**config.mk**
```make
export PLATFORM = sky130hd
export DESIGN_NAME = alu_cmd_sequencer
export DESIGN_NICKNAME = d
export VERILOG_FILES = /design/src/rtl/alu_cmd_sequencer.sv
export SDC_FILE = /design/constraint.sdc
export NUM_CORES = 1
export LEC_CHECK = 0
export CAP_MARGIN = 30
export CORE_MARGIN = 2
export CORE_UTILIZATION = 40
export CTS_CLUSTER_SIZE = 25
export DETAILED_ROUTE_END_ITERATION = 6
export MAX_ROUTING_LAYER = met4
export PLACE_DENSITY_LB_ADDON = 0.12
export SLEW_MARGIN = 5
export SYNTH_ARGS = -nofsm -noshare
export SYNTH_HDL_FRONTEND = slang
export SYNTH_SLANG_ARGS = --single-unit
```
**constraint.sdc**
```tcl
create_clock -name CLK -period 1.4 [get_ports CLK]
set_input_delay 0.42 -clock CLK [delete_from_list [all_inputs] [get_ports CLK]]
set_output_delay 0.42 -clock CLK [all_outputs]
set_load 0.005 [all_outputs]
```
**src/rtl/alu_cmd_sequencer.sv**
```systemverilog
// alu_cmd_sequencer: command front-end for the 8-bit FunSel/ZCNO ALU.
// Accepts one request, drives the ALU for exactly one evaluation cycle, captures the
// result and flags, evaluates a branch condition and returns it on a valid/ready channel.
// While no request is executing, FunSel is held at IDLE_FUNSEL (pass A), so the C and O
// flags survive between requests.
// Optional feature: define ALU_CMD_PIPE_EN to accept a new request in the same edge that
// retires a response (RESP -> EXEC), raising throughput from 1 op/4 cycles to 1 op/3 cycles.
module alu_cmd_sequencer #(
  parameter logic [3:0] IDLE_FUNSEL = 4'b0000
) (
  input  logic       CLK,
  input  logic       RST,
  input  logic       req_valid,
  output logic       req_ready,
  input  logic [3:0] req_op,
  input  logic [7:0] req_a,
  input  logic [7:0] req_b,
  input  logic [2:0] req_cond,
  output logic [7:0] alu_a,
  output logic [7:0] alu_b,
  output logic [3:0] alu_funsel,
  input  logic [7:0] alu_out,
  input  logic [3:0] alu_zcno,
  output logic       rsp_valid,
  input  logic       rsp_ready,
  output logic [7:0] rsp_data,
  output logic [3:0] rsp_flags,
  output logic       rsp_cond
);

  typedef enum logic [1:0] {StIdle, StExec, StCap, StResp} state_e;

  state_e     state_q, state_d;
  logic [7:0] a_q, b_q;
  logic [3:0] op_q;
  logic [2:0] cond_q;
  logic [7:0] rsp_data_q;
  logic [3:0] rsp_flags_q;
  logic       rsp_cond_q;
  logic       accept;
  logic       cond_eval;

  assign accept    = req_valid & req_ready;
  assign alu_a     = a_q;
  assign alu_b     = b_q;
  assign rsp_data  = rsp_data_q;
  assign rsp_flags = rsp_flags_q;
  assign rsp_cond  = rsp_cond_q;

  // State register
  always_ff @(posedge CLK) begin
    if (RST) begin
      state_q <= StIdle;
    end else begin
      state_q <= state_d;
    end
  end

  // Next-state logic
  always_comb begin
    state_d = state_q;
    unique case (state_q)
      StIdle: if (req_valid) state_d = StExec;
      StExec: state_d = StCap;
      StCap:  state_d = StResp;
      StResp: begin
        if (rsp_ready) begin
`ifdef ALU_CMD_PIPE_EN
          state_d = req_valid ? StExec : StIdle;
`else
          state_d = StIdle;
`endif
        end
      end
      default: state_d = StIdle;
    endcase
  end

  // Outputs decoded from state; the requested op reaches FunSel only during EXEC
  always_comb begin
    req_ready  = 1'b0;
    rsp_valid  = 1'b0;
    alu_funsel = IDLE_FUNSEL;
    unique case (state_q)
      StIdle: req_ready = 1'b1;
      StExec: alu_funsel = op_q;
      StCap:  ;
      StResp: begin
        rsp_valid = 1'b1;
`ifdef ALU_CMD_PIPE_EN
        req_ready = rsp_ready;
`endif
      end
      default: ;
    endcase
  end

  // Branch condition from the flags being captured
  always_comb begin
    cond_eval = 1'b0;
    unique case (cond_q)
      3'b000: cond_eval = 1'b1;
      3'b001: cond_eval = alu_zcno[3];
      3'b010: cond_eval = ~alu_zcno[3];
      3'b011: cond_eval = alu_zcno[2];
      3'b100: cond_eval = ~alu_zcno[2];
      3'b101: cond_eval = alu_zcno[1];
      3'b110: cond_eval = alu_zcno[0];
      3'b111: cond_eval = alu_zcno[1] ^ alu_zcno[0];
      default: cond_eval = 1'b0;
    endcase
  end

  // Request registers and response capture
  always_ff @(posedge CLK) begin
    if (RST) begin
      a_q         <= 8'h00;
      b_q         <= 8'h00;
      op_q        <= IDLE_FUNSEL;
      cond_q      <= 3'b000;
      rsp_data_q  <= 8'h00;
      rsp_flags_q <= 4'h0;
      rsp_cond_q  <= 1'b0;
    end else begin
      if (accept) begin
        a_q    <= req_a;
        b_q    <= req_b;
        op_q   <= req_op;
        cond_q <= req_cond;
      end
      // Flag register settled 1 ns after the EXEC edge, so it is stable here
      if (state_q == StCap) begin
        rsp_data_q  <= alu_out;
        rsp_flags_q <= alu_zcno;
        rsp_cond_q  <= cond_eval;
      end
    end
  end

endmodule
```
**After elaboration in Yosys (flattened, before gate mapping)**

Index checks and enable logic that the tools add are counted.
W data, S select, Z words.

- Eq/ne operators: 12
- Mux-type cells: 7
- Reduce and logical (&&, ||, !) cells: 3
- Bitwise gates (word level): 4

Operator list:

| cell | count |
|---|---|
| $eq A3 B3 Y1 const B | 4 |
| $pmux W1 S8 | 1 |
| $pmux W2 S4 | 1 |
| $eq A3 B2 Y1 const B | 2 |
| $eq A2 B2 Y1 const B | 2 |
| $mux W2 | 2 |
| $mux W4 | 1 |
| $ne A2 B2 Y1 const B | 2 |
| $eq A3 B1 Y1 const B | 1 |
| $logic_not A3 Y1 | 1 |
| $eq A2 B1 Y1 const B | 1 |
| $logic_not A2 Y1 | 1 |
| $mux W1 | 2 |
| $not A1 Y1 | 2 |
| $reduce_and A2 Y1 | 1 |
| $and A1 B1 Y1 | 1 |
| $xor A1 B1 Y1 | 1 |

- Output and inout bits: 35
- Logic and storage cells: 34
- Bits in registers: 38
- Input bits: 39

**Longest topological paths before layout**

- Depth in word-level cells: 3
- Depth in mapped cells: 7

**Worst setup path after synthesis**

No wires, ideal clock.

- Path type: reg2reg
- Start: reg state_q[0]
- End: reg state_q[1]
- Cell stages (with the launch flop): 6
- Buffers on the path: 0
- Library setup time: 0.067 ns
- Clock period less this slack: 1.332 ns
- Path slack: 0.068 ns
- Required time: 1.333 ns
- Arrival: 1.264 ns
- Cells stage by stage: dfxtp_1 > inv_1 > ha_1 > nor2b_1 > or3b_1 > a21oi_2

- Word-level cells in the longest chain between the ends: 3

RTL lines:

| what | RTL line | text |
|---|---|---|
| start, declared | 33 | `state_e state_q, state_d;` |
| start signal, assigned | 53 | `state_q <= StIdle;` |
| start signal, assigned | 55 | `state_q <= state_d;` |
| $eq A2 B2 Y1 / $logic_not A2 Y1 (equally long branches) | 62 | `unique case (state_q)` |
| $ne A2 B2 Y1 (no source line) | -- |  |
| $reduce_and A2 Y1 (no source line) | -- |  |

Several ways; a longest one is shown, not always the timed one.
A chain may end at the register's enable or synchronous reset.

**Worst setup path after layout**

- Start: reg state_q[0]
- End: out alu_funsel[2]

- Word-level cells in the longest chain between the ends: 2

RTL lines:

| what | RTL line | text |
|---|---|---|
| $eq A2 B1 Y1 | 84 | `unique case (state_q)` |
| $mux W4 | 84 |  |
| end, declared | 21 | `output logic [3:0] alu_funsel,` |

No other way between the ends.

==> impl_metrics.csv <==
group,metric,value,unit
outcome,status,"finished with violations",
outcome,violations,"negative setup slack",
layout,final_nets,308,
worst_hold_path,hold_path_startpoint,"alu_b[2]$_SDFFE_PP0P_",
yosys,yosys.area.top_type,"dfxtp_1",
drt,via_per_inst,4.895,
layout,layout_commonest_cell,"clkdlybuf4s50_1",
power,pwr-share-seq,29.8,%
die,dieArea,0.004330,mm²
setup_path,critPathSlowestCell,"dfxtp_2",
setup_path,crit_chain,"buf_6 > ha_4 > and2_4 > buf_6",
power,pwr-share-comb,54.6,%
global_route,grt_first_pass_wirelength,6499,µm
drt,dr_wl_met3,292,µm
setup_path,critPathLaunchType,"register",
drt,drt-pass1-iter-count,4,
setup_path,reg2reg_depth,7,
global_route,overflow,0,
setup_path,timing.critical_path.required,980,ps
yosys,synthCells,175,
cts,cts-root-buf,"clkbuf_8",
yosys,synth_seq_cells,38,
layout,utilization,78.71,%
yosys,yosysWarnings,0,
setup_path,crit_family,"flip-flops",
yosys,async_reset_ff_share,0,%
layout,final_cell_mix,"38 x clkdlybuf4s50_1, 35 x dfxtp_1, 29 x nand2_1, 29 x dlygate4sd2_1, 15 x a21oi_2",
layout,finalNonFillerCells,313,
global_route,antenna_found_initial,0,
run,maxCapViolations,0,
yosys,synth-main-ff-cell,"dfxtp_1",
worst_hold_path,hp-class,"register to register",
die,die-width,65.80,µm
setup_path,cp_common_cell,"buf_6",
setup_path,path_max_fanout,4,
sta,clock_skew,2.674,ps
drt,routed.top_layer,"met4",
yosys,synth_area_leaders,"dfxtp_1 50%, nand2_1 12%, mux2i_1 7.9%",
sta,setup_violations,32,
power,sw_frac_of_total,33.26,%
drt,wl_per_cell,14.58,µm
yosys,synth_top_cell_area_share,49.80,%
cts,clk_path_buf_depth,2,
placement,dp_cells,295,
drt,vias,1532,
cts,tritoncts,"done",
die,die_y,65.80,µm
setup_path,endpoint_kind,"output port",
yosys,synth_area,0.001528,mm²
cts,cts_sinks,38,
drt,drtIter0Drc,37,
sta,hold_viol,0,
setup_path,arrival,1140,ps
sta,tightest_slew,349.5,ps
setup_path,crit_buf_inv,2,
drt,wl_met1,1925,µm
sta,slew_headroom,76.51,%
layout,diodes,0,
die,coreArea,0.003661,mm²
drt,drcViolationCount,0,
setup_path,r2r-start,"state_q[0]$_SDFFE_PP0P_",
power,clkPwrFrac,15.6,%
setup_path,critPathMaxStageDelay,340,ps
layout,drive_above_1_share,32.83,%
worst_hold_path,hold_end,"alu_b[2]$_SDFFE_PP0P_",
die,rows,22,
die,initial_utilization,41.73,%
cts,cts.clk_slew.worst_paths,70,ps
power,power_density,1711,mW/mm²
global_route,grt_max_degree,38,
yosys,synth_edf_count,0,
drt,wirelength,4562,µm
cts,cts_hold_buf,0,
cts,htreeDepth,2,
drt,ant_nets,0,
yosys,ys_seq_area_share,49.80,%
placement,gp_congestion,0.7168,
cts,numCtsBuffers,5,
global_route,grt_pass1_vias,1396,
cts,insertion_delay,290,ps
setup_path,r2r_setup_slack,-130,ps
power,intPower,3290,µW
sta,max_freq,0.6425,GHz
die,ios,74,
yosys,synth.distinct_cells,28,
yosys,syn_area_per_cell,8.730,µm²
power,vdd_drop_max,1.026,mV
setup_path,path_class,"register to output port",
power,p_leak,0.001258,µW
placement,portBuffers,73,
worst_hold_path,hold_depth,2,
sta,fin_ws,-156.5,ps
sta,min_period,1557,ps
sta,slew_violations,0,
setup_path,r2r_end,"state_q[0]$_SDFFE_PP0P_",
yosys,syn_nets,219,
sta,tns,-2468,ps
sta,fin_crit_sh,111.2,%
global_route,grt_usage,20.52,%
layout,area_growth,88.62,%
sta,rsz0062_at_grt,"yes",
power,p_switching,1639,µW
drt,met2_length,2297,µm
placement,hpwl,2552,µm
-- repair_timing --
item                                    4_1_cts  5_1_grt
endpoints found under the setup margin       51       30
gates cloned                                  1        3
endpoints found under the hold margin         0        0
setup buffers                                 1        6
gates resized for setup                      74       67
pin swaps                                     2       33
-- worst max-delay path by stage --
stage                                        from                      end  cells after the start
final                     state_q[0]$_SDFFE_PP0P_            alu_funsel[2]                      4
after global routing      state_q[0]$_SDFFE_PP0P_            alu_funsel[3]                      4
after CTS                 state_q[0]$_SDFFE_PP0P_            alu_funsel[0]                      4
after detailed placement  state_q[1]$_SDFFE_PP0P_            alu_funsel[0]                      4
after global placement    state_q[1]$_SDFFE_PP0P_            alu_funsel[3]                      4
after floorplan           state_q[0]$_SDFFE_PP0P_  state_q[1]$_SDFFE_PP0P_                      5
-- cell usage after synthesis, types with 2 or more instances --
master and instances:
a21oi_1 23, and2_1 5, buf_2 5, buf_4 2, buf_6 2, clkbuf_1 2
dfxtp_1 38, ha_1 5, inv_1 3, mux2i_1 12, nand2_1 47, nor2_1 12
nor2b_1 3, o21ai_0 2
-- final cells by class --
type | instances | area (µm²)
Sequential cell | 38 | 764.5
Inverter | 3 | 13.76
Clock inverter | 1 | 5.005
Tap cell | 48 | 60.06
Multi-Input combinational cell | 123 | 934.6
Timing Repair Buffer | 93 | 1017
Clock buffer | 7 | 86.33
Fill cell | 263 | 779.5
-- power by group through the flow --
stage	Sequential (µW)	Clock, µW	Combinational, µW
floorplan	1490	0	827
global placement	1460	0	1730
detailed placement	1470	0	1750
CTS	1450	778	1870
global route	1500	844	2890
finish	1470	768	2690
-- per-layer routing --
layer / GRT usage, % / up-vias
met1: 23.78 / 730
met5: - / -
met4: 7.031 / 0
li1: - / 753
met3: 8.348 / 6
met2: 32.20 / 43
-- metrics by stage --
| stage | instance area (µm²) | setup WS [ps] | total power, µW | hold WS, ps |
|---|---|---|---|---|
| after detailed placement | 2374 | -203.6 | 3216 | 444.3 |
| after CTS | 2511 | -181.6 | 4106 | 453.3 |
| after global routing | 2882 | -199.7 | 5232 | 480.2 |
| after floorplan | 1528 | 68.18 | 2313 | 430.7 |
| after global placement | 2374 | -200.2 | 3197 | 440.7 |
| final | 2882 | -156.5 | 4929 | 452.4 |
-- logic make-up (layout without fill, tap and decap cells) --
group / Yosys count / after routing / share of synthesized area, %
buffers and inverters: 14 / 104 / 5.323
DFF: 38 / 38 / 49.80
AOI/OAI and AO/OA: 32 / 32 / 11.63
muxes: 12 / 12 / 7.863
adders and majority gates: 5 / 5 / 4.095
and+or+nand+nor: 74 / 74 / 21.29
-- registers in the layout, summed over array words and instances (netlist names) --
signal	flops
alu_a	8
alu_b	8
rsp_data	8
op_q	4
rsp_flags	4
cond_q	3
state_q	2
rsp_cond	1
-- worst min-delay path, delay by kind of cell (launching register included) --
kind / cells / cell delay (ps)
flops: 1 / 310
simple gates: 1 / 50
compound gates: 1 / 50
Note: power is estimated with default switching activity, not from simulation.
